--- src/rtl/lc4_iter_muldiv_pkg.sv ---
// Shared encodings for the LC4 iterative multiply/divide unit.
package lc4_iter_muldiv_pkg;

    // Operation select carried on i_op.
    typedef enum logic [1:0] {
        OpMul = 2'b00,
        OpDiv = 2'b01,
        OpMod = 2'b10,
        OpRsv = 2'b11
    } op_e;

    // Control FSM states.
    typedef enum logic [1:0] {
        StIdle = 2'b00,
        StBusy = 2'b01,
        StDone = 2'b10
    } state_e;

    // Requests that complete without iterating: reserved op, or divide/modulo by zero.
    function automatic logic is_shortcut(input op_e op, input logic b_zero);
        return (op == OpRsv) || (((op == OpDiv) || (op == OpMod)) && b_zero);
    endfunction

endpackage

--- src/rtl/lc4_muldiv_step.sv ---
// One combinational iteration: shift-add multiply step or restoring-divide step.
// Multiply: a = multiplicand (shifts left), x = multiplier (shifts right), acc = product.
// Divide:   a = divisor (fixed), x = dividend shifting out / quotient shifting in,
//           acc = partial remainder.
module lc4_muldiv_step #(
    parameter int unsigned WIDTH = 16
) (
    input  logic             is_mul_i,
    input  logic [WIDTH-1:0] a_i,
    input  logic [WIDTH-1:0] x_i,
    input  logic [WIDTH-1:0] acc_i,
    output logic [WIDTH-1:0] a_o,
    output logic [WIDTH-1:0] x_o,
    output logic [WIDTH-1:0] acc_o
);

    logic [WIDTH:0]   shifted;
    logic [WIDTH-1:0] addend;

    // Select and compute the multiply or divide step.
    always_comb begin
        shifted = {acc_i, x_i[WIDTH-1]};
        addend  = x_i[0] ? a_i : '0;
        a_o     = a_i;
        x_o     = x_i;
        acc_o   = acc_i;
        if (is_mul_i) begin
            // Product kept modulo 2^WIDTH; carries out of the top bit are dropped.
            acc_o = acc_i + addend;
            a_o   = a_i << 1;
            x_o   = x_i >> 1;
        end else if (shifted >= {1'b0, a_i}) begin
            // Remainder < divisor afterwards, so the low WIDTH bits hold it exactly.
            acc_o = shifted[WIDTH-1:0] - a_i;
            x_o   = {x_i[WIDTH-2:0], 1'b1};
        end else begin
            acc_o = shifted[WIDTH-1:0];
            x_o   = {x_i[WIDTH-2:0], 1'b0};
        end
    end

endmodule

--- src/rtl/lc4_iter_muldiv.sv ---
// Multi-cycle unsigned MUL/DIV/MOD with valid/ready handshakes, flush and backpressure.
// WIDTH must be >= 4 and a multiple of BITS_PER_CYCLE (1, 2 or 4).
module lc4_iter_muldiv
    import lc4_iter_muldiv_pkg::*;
#(
    parameter int unsigned WIDTH          = 16,
    parameter int unsigned BITS_PER_CYCLE = 1
) (
    input  logic             clk,
    input  logic             rst,
    input  logic             i_flush,
    input  logic             i_valid,
    output logic             o_ready,
    input  logic [1:0]       i_op,
    input  logic [WIDTH-1:0] i_a,
    input  logic [WIDTH-1:0] i_b,
    output logic             o_valid,
    input  logic             i_ready,
    output logic [WIDTH-1:0] o_result,
    output logic             o_busy
);

    localparam int unsigned Iters   = WIDTH / BITS_PER_CYCLE;
    localparam int unsigned CntW    = $clog2(Iters + 1);
    localparam logic [CntW-1:0] CntInit = CntW'(Iters);
    localparam logic [CntW-1:0] CntOne  = CntW'(1);

    state_e           state_q, state_d;
    op_e              op_q, op_d, req_op;
    logic [CntW-1:0]  cnt_q, cnt_d;
    logic [WIDTH-1:0] a_q, a_d, x_q, x_d, acc_q, acc_d;
    logic [WIDTH-1:0] result_q, result_d;
    logic [WIDTH-1:0] a_nxt, x_nxt, acc_nxt, op_result;
    logic             accept, is_mul;

    assign req_op = op_e'(i_op);
    assign is_mul = (op_q == OpMul);

    // Chain BITS_PER_CYCLE step slices; each slice feeds the next within one cycle.
    for (genvar i = 0; i < BITS_PER_CYCLE; i++) begin : g_step
        logic [WIDTH-1:0] a_in, x_in, acc_in, a_out, x_out, acc_out;
        if (i == 0) begin : g_head
            assign a_in   = a_q;
            assign x_in   = x_q;
            assign acc_in = acc_q;
        end else begin : g_link
            assign a_in   = g_step[i-1].a_out;
            assign x_in   = g_step[i-1].x_out;
            assign acc_in = g_step[i-1].acc_out;
        end
        lc4_muldiv_step #(
            .WIDTH(WIDTH)
        ) u_step (
            .is_mul_i(is_mul),
            .a_i     (a_in),
            .x_i     (x_in),
            .acc_i   (acc_in),
            .a_o     (a_out),
            .x_o     (x_out),
            .acc_o   (acc_out)
        );
    end

    assign a_nxt   = g_step[BITS_PER_CYCLE-1].a_out;
    assign x_nxt   = g_step[BITS_PER_CYCLE-1].x_out;
    assign acc_nxt = g_step[BITS_PER_CYCLE-1].acc_out;

    // Quotient lives in x; product and remainder live in acc.
    always_comb begin
        op_result = acc_nxt;
        if (op_q == OpDiv) begin
            op_result = x_nxt;
        end
    end

    // Handshake outputs decoded from the current state.
    always_comb begin
        o_ready  = (state_q == StIdle) || ((state_q == StDone) && i_ready);
        o_valid  = (state_q == StDone);
        o_busy   = (state_q == StBusy);
        o_result = result_q;
        accept   = i_valid && o_ready && !i_flush;
    end

    // Next-state logic: flush wins, then iteration/handshake, then a new accept.
    always_comb begin
        state_d  = state_q;
        op_d     = op_q;
        cnt_d    = cnt_q;
        a_d      = a_q;
        x_d      = x_q;
        acc_d    = acc_q;
        result_d = result_q;
        if (i_flush) begin
            state_d = StIdle;
            cnt_d   = '0;
        end else begin
            case (state_q)
                StBusy: begin
                    a_d   = a_nxt;
                    x_d   = x_nxt;
                    acc_d = acc_nxt;
                    cnt_d = cnt_q - CntOne;
                    if (cnt_q == CntOne) begin
                        state_d  = StDone;
                        result_d = op_result;
                    end
                end
                StDone: begin
                    if (i_ready) begin
                        state_d = StIdle;
                    end
                end
                default: ;
            endcase
            if (accept) begin
                op_d  = req_op;
                acc_d = '0;
                cnt_d = CntInit;
                // Multiplier sits in x; for division the dividend sits in x, divisor in a.
                if (req_op == OpMul) begin
                    a_d = i_a;
                    x_d = i_b;
                end else begin
                    a_d = i_b;
                    x_d = i_a;
                end
                if (is_shortcut(req_op, i_b == '0)) begin
                    state_d  = StDone;
                    result_d = '0;
                end else begin
                    state_d = StBusy;
                end
            end
        end
    end

    // State and datapath registers.
    always_ff @(posedge clk or posedge rst) begin
        if (rst) begin
            state_q  <= StIdle;
            op_q     <= OpMul;
            cnt_q    <= '0;
            a_q      <= '0;
            x_q      <= '0;
            acc_q    <= '0;
            result_q <= '0;
        end else begin
            state_q  <= state_d;
            op_q     <= op_d;
            cnt_q    <= cnt_d;
            a_q      <= a_d;
            x_q      <= x_d;
            acc_q    <= acc_d;
            result_q <= result_d;
        end
    end

endmodule

--- config.mk ---
export PLATFORM = sky130hd
export DESIGN_NAME = lc4_iter_muldiv
export DESIGN_NICKNAME = d
export VERILOG_FILES = /design/src/rtl/lc4_iter_muldiv_pkg.sv /design/src/rtl/lc4_muldiv_step.sv /design/src/rtl/lc4_iter_muldiv.sv
export SDC_FILE = /design/constraint.sdc
export NUM_CORES = 1
export LEC_CHECK = 0
export CELL_PAD_IN_SITES_DETAIL_PLACEMENT = 0
export CELL_PAD_IN_SITES_GLOBAL_PLACEMENT = 1
export CORE_MARGIN = 5
export CORE_UTILIZATION = 44
export DETAILED_ROUTE_END_ITERATION = 12
export PLACE_DENSITY_LB_ADDON = 0.3
export SYNTH_ARGS = -nofsm -noshare
export SYNTH_HDL_FRONTEND = slang
export SYNTH_SLANG_ARGS = --single-unit
--- constraint.sdc ---
create_clock -name clk -period 3.4 [get_ports clk]
set_input_delay 0.68 -clock clk [delete_from_list [all_inputs] [get_ports clk]]
set_output_delay 0.68 -clock clk [all_outputs]
set_load 0.01 [all_outputs]
# == Word-level counts from Yosys, hierarchy flattened ==
# Cells that the tools add are included.
# op_classes
add_sub_neg,3
order_cmp,1
eq_ne,9
n_mux,28
n_bitwise,1
reduce_logical,20
# op_table
cell,n
16-bit two-way mux,18
17-bit by 16-bit greater-or-equal comparator with 1-bit output,1
16-bit adder,1
16-bit logical NOT,1
16-bit subtractor,1
5-bit two-way mux,3
2-bit two-way mux,5
"4-bit by 2-bit != test with 1-bit output, second input constant",2
"2-bit by 1-bit equality test with 1-bit output, second input constant",3
"2-bit equality test, second input constant",3
2-bit logical NOT,3
3-bit AND reduction,2
"5-bit by 1-bit equality test with 1-bit output, second input constant",1
"5-bit by 1-bit subtractor with 5-bit output, second input constant",1
1-bit logical AND,4
2-bit case mux with 2 select lines,1
2-bit AND reduction,2
2-bit nonzero test,2
4-bit nonzero test,1
1-bit logical OR,3
3-bit nonzero test,1
1-bit logical NOT,1
1-bit two-way mux,1
1-bit inverter,1
# word_totals
regBits,73
out_inout_bits,19

# == Depth between registers and ports, before layout ==
# depth
word_depth,8
depth_mapped,13
mapped_depth_nobuf,12

# == Modules after synthesis ==
# From an unflattened synthesis, not the netlist that was laid out.
# hier_totals
hier_cells,780
hier_area_um2,6388.6
# by_module_without_submodules
mod,instances,cells_per_inst,area_per_inst_um2,seq_area_each_um2
lc4_iter_muldiv,1,395,3831.2,1826.8
lc4_muldiv_step,1,385,2557.5,0.0

# == Least setup slack after synthesis ==
# No wires, ideal clock.
# synth_path
path_type,register to register
start,"register x_q[0], in the netlist g_step[0].x_in[0]"
end,register acc_q[14]
setup_ns,0.135
arrival_ns,2.760
t_required_ns,3.265
setup_slack_ns,0.505
path_stages_with_launch,14
n_path_buf,2
synth_period_minus_slack_ns,2.895
path_cell_list,dfrtp_1 clkbuf_1 clkbuf_1 and2_1 ha_1 fa_1 a211oi_1 o21ai_0 nand2_1 o31ai_1 o41ai_1 mux2i_1 a311oi_1 o21ai_0
# synth_between
elab_chain_cells,5
# synth_rtl
element,line_no,text
"start, declared",lc4_iter_muldiv.sv:31,"logic [WIDTH-1:0] a_q, a_d, x_q, x_d, acc_q, acc_d;"
"start signal, assigned",lc4_iter_muldiv.sv:145,x_q <= '0;
"start signal, assigned",lc4_iter_muldiv.sv:153,x_q <= x_d;
16-bit two-way mux,lc4_muldiv_step.sv:23,addend = x_i[0] ? a_i : '0;
16-bit adder,lc4_muldiv_step.sv:29,acc_o = acc_i + addend;
16-bit two-way mux,lc4_muldiv_step.sv:27,if (is_mul_i) begin
16-bit two-way mux,lc4_iter_muldiv.sv:98,case (state_q)
16-bit two-way mux,lc4_iter_muldiv.sv:116,if (accept) begin
"end signal, assigned",lc4_iter_muldiv.sv:146,acc_q <= '0;
"end signal, assigned",lc4_iter_muldiv.sv:154,acc_q <= acc_d;
"end, declared",lc4_iter_muldiv.sv:31,
# Every way passes these cells. The select of a mux whose other input is x is not followed.
# A chain may end at the register's enable or synchronous reset.

# == Final worst setup path ==
# layout_path
start,register a_q[8]
end,register acc_q[5]
# layout_between
elab_chain_cells,5
# layout_rtl
element,line_no,text
"start, declared",lc4_iter_muldiv.sv:31,
"start signal, assigned",lc4_iter_muldiv.sv:144,a_q <= '0;
"start signal, assigned",lc4_iter_muldiv.sv:152,a_q <= a_d;
17-bit by 16-bit greater-or-equal comparator with 1-bit output,lc4_muldiv_step.sv:32,"end else if (shifted >= {1'b0, a_i}) begin"
16-bit two-way mux,lc4_muldiv_step.sv:32,
16-bit two-way mux,lc4_muldiv_step.sv:27,
16-bit two-way mux,lc4_iter_muldiv.sv:98,
16-bit two-way mux,lc4_iter_muldiv.sv:116,
# Every way passes these cells. The select of a mux whose other input is x is not followed.

==> parameters.txt <==
Parameter                              Value

Layout
  Fraction of layout cells with a size suffix above 1 ... 0.0826
  Post-layout nets ... 834
  Area overhead of the layout relative to synthesis ... 19.3%
  Most common cell after layout, fill and taps aside ... nand2_1
  Filler cell count in the final layout ... 1277
  Number of antenna repair diodes ... 0
  Highest-count cells in the layout ignoring fill and taps ... 82 x nand2_1, 73 x dfrtp_1, 57 x clkdlybuf4s50_1
  Footprint of the flip-flops and latches ... 1830 sq um
  Footprint of the multi-input gates ... 3740 sq um

Global routing
  Tot GR Track Use ... 0.238
  Global-route wire length before repair ... 29700 um
  Sum of overflow across all layers after global routing ... 0
  Met3 capacity usage during global routing ... 0.0618
  GR Util met1 ... 0.318
  Busiest layer in global routing ... met2
  Pin count of the biggest net entering global routing ... 74
  Via count of the first global-routing pass ... 5498
  Initial antenna violation count ... 0
  Global Route met2 Usage ... 0.380

STA
  Max Transition Viols Final ... 0
  Final worst-path cycle share ... 0.951
  Peak clock frequency supported by timing ... 309 MHz
  Final Setup Violations ... 0
  RSZ-0062 raised after global routing ... no
  Slew of the pin with the lowest slew margin ... 896 ps
  Setup TNS after final layout ... 0 ps
  Clock Skews ... 9.04 ps
  Final Hold Vio Count ... 0
  Slew Limit Headroom ... 0.403
  Final critical path time including I/O delays and setup ... 3230 ps

Synth
  Gate Count Post-Synth ... 705
  Register bit count reported by yosys ... 73
  Avg Inst Size Synth ... 8.33 sq um
  Combined area of all synthesized cells ... 5870 sq um
  Sequential share of the synthesized area ... 0.311
  Async set or reset register ratio after synthesis ... 1.00
  Count of flip-flops with a built-in enable after synthesis ... 0
  Yosys Warn Count ... 0
  Post-synth top flop ... dfrtp_1
  Post-Syn Nets ... 781
  Netlist cell types ... 64

Route
  WL/cell ... 20.1 um
  Vias post-DR ... 5698
  Avg Vias per Cell ... 6.07
  Count of nets left with antenna violations after detail routing ... 0
  TritonRoute pass-1 iters ... 5
  Remaining design rule violation count ... 0
  Drt total wl ... 18900 um
  DRC marker count from the first detailed-route iteration ... 545

Clock network
  Post-cts hold buffer count ... 0
  Clock-pin slew on the worst setup and hold paths ... 60 ps
  H-tree lvl count ... 3
  Number of CTS-inserted buffers ... 9
  Max Root-Sink Buffers ... 2
  Cell at the root of the clock tree ... clkbuf_16
  Clock Sinks ... 73
  TritonCTS clock tree ... yes
  Clock latency reported for the late side of the worst-skew pair ... 350 ps

Die
  Initial core utilization ... 0.447
  DIE WIDTH ... 126 um
  Number of top-level design ports ... 58
  Vertical die dimension ... 126 um
  Area of the placeable core ... 13100 sq um
  Die area ... 15800 sq um
  Standard-cell row count ... 42

Placed design
  Count of port buffers added during placement ... 57
  Routability congestion estimate from global placement ... 0.904
  DP HPWL ... 14500 um

Worst setup path
  Worst path required time ... 3610 ps
  Type of the worst setup path ... flip-flop to flip-flop
  CP Launch Type ... flip-flop
  Critical Path Fanout Max ... 9
  Critical path data arrival time ... 3450 ps
  Kind of end point of the critical path ... flip-flop

Power and ir drop
  Clock power frac ... 0.194
  Maximum VDD drop ... 342 uV
  Sequential fraction of design power ... 0.271
  Total power of the final layout ... 5.30 mW
  Fraction of power spent switching nets ... 0.437
  Power density over the cells ... 757 nW/um^2
  Combinational power share ... 0.535
  Pleak ... 3.11 nW
  Internal power ... 2.98 mW
  Net Switching ... 2.32 mW

Outcome
  Status ... finished, final reports clean

Min path
  Path class of the lowest-slack min-delay path ... flip-flop to flip-flop

Flow run
  Reported max-cap violation count ... 0
per-layer routing:
| layer | vias up | wire length, um |
|---|---|---|
| met4 | 0 | 455 |
| met3 | 37 | 1220 |
| met2 | 213 | 8870 |
| li1 | 2686 | - |
| met5 | - | 0 |
| met1 | 2762 | 8370 |
flip-flops by register name, summed over array words and instances, names as in the netlist:
signal / cells
a_q: 16
state_q: 2
cnt_q: 5
g_step.x_in: 16
acc_q: 16
o_result: 16
op_q: 2
worst paths after layout:
check | startpoint | end | slack [ps] | depth (start not counted)
worst max-delay path | a_q[8] | acc_q[5] | 170 | 10
worst min-delay path | o_result[11] | o_result[11] | 500 | 1
worst max register to register | a_q[8] | acc_q[5] | 170 | 10
worst min register to register | o_result[11] | o_result[11] | 500 | 1
max in group asynchronous | rst | g_step[0].x_in[12] | 2320 | 3
min in group asynchronous | rst | cnt_q[3] | 740 | 3
cells by family (layout without fill, tap and decap cells):
family / count (synthesis) / after routing / share of synthesized area
DFF: 73 / 73 / 0.311
adders and majority gates: 37 / 37 / 0.0814
buffers and inverters: 72 / 130 / 0.0520
muxes: 44 / 44 / 0.0763
AOI/OAI and AO/OA: 206 / 206 / 0.236
and+or+nand+nor: 246 / 246 / 0.203
xor gates and xnor gates: 27 / 27 / 0.0403
cell type report:
class,instances,share of cell area
clock buffer,11,0.0332
clock inverter,5,0.0114
inverter,30,0.0161
multi-input combinational,560,0.535
sequential,73,0.261
tap,176,0.0315
timing repair buffer,84,0.112
Yosys cell counts (all sizes together), types with 13 or more instances:
cell type  instances  share of area
nand3             21          0.018
nand2             82          0.052
nor3              18          0.015
ha                35          0.075
dfrtp             73           0.31
nor2              45          0.029
xnor2             14          0.021
inv               30          0.019
o21ai             33          0.028
clkbuf            31          0.020
a21oi             41          0.035
mux2i             38          0.065
and2              20          0.021
nor2b             21          0.022
a211oi            22          0.028
xor2              13          0.019
a31oi             38          0.040
worst max-delay path, cell delays in order, from the launching register on:
cell and delay [ps]:
dfrtp_1 420, inv_1 60, ha_1 430, nand4_2 160
nor4_1 470, nor3_1 90, a31oi_1 230, a31o_2 360
mux2_2 370, o21ai_0 350, o21ai_0 150
repair_timing:
item,4_1_cts,5_1_grt
setup endpoints to repair,0,8
gates resized for setup,0,1
buffers inserted,0,0
metrics by stage:
step | cells | utilization | area (sq um) | setup slack, ps | hold WS, ps
after detailed placement | 923 | 0.509 | 6690 | 93.1 | 483
final | 939 | 0.533 | 7000 | 166 | 495
after global placement | 923 | 0.509 | 6690 | 164 | 506
after floorplan | 705 | - | 5870 | 505 | 490
after CTS | 939 | 0.533 | 7000 | 80.4 | 495
after global routing | 939 | 0.533 | 7000 | 10.6 | 526
power by group through the flow:
| stage | clock [mW] | combinational (mW) | sequential (mW) |
|---|---|---|---|
| after floorplan | 0 | 2.03 | 1.31 |
| after global placement | 0 | 2.76 | 1.44 |
| after detailed placement | 0 | 2.80 | 1.44 |
| after CTS | 1.05 | 2.81 | 1.43 |
| after global routing | 1.08 | 3.11 | 1.47 |
| final | 1.03 | 2.84 | 1.44 |
No activity file was read; power rests on OpenSTA's default activity.
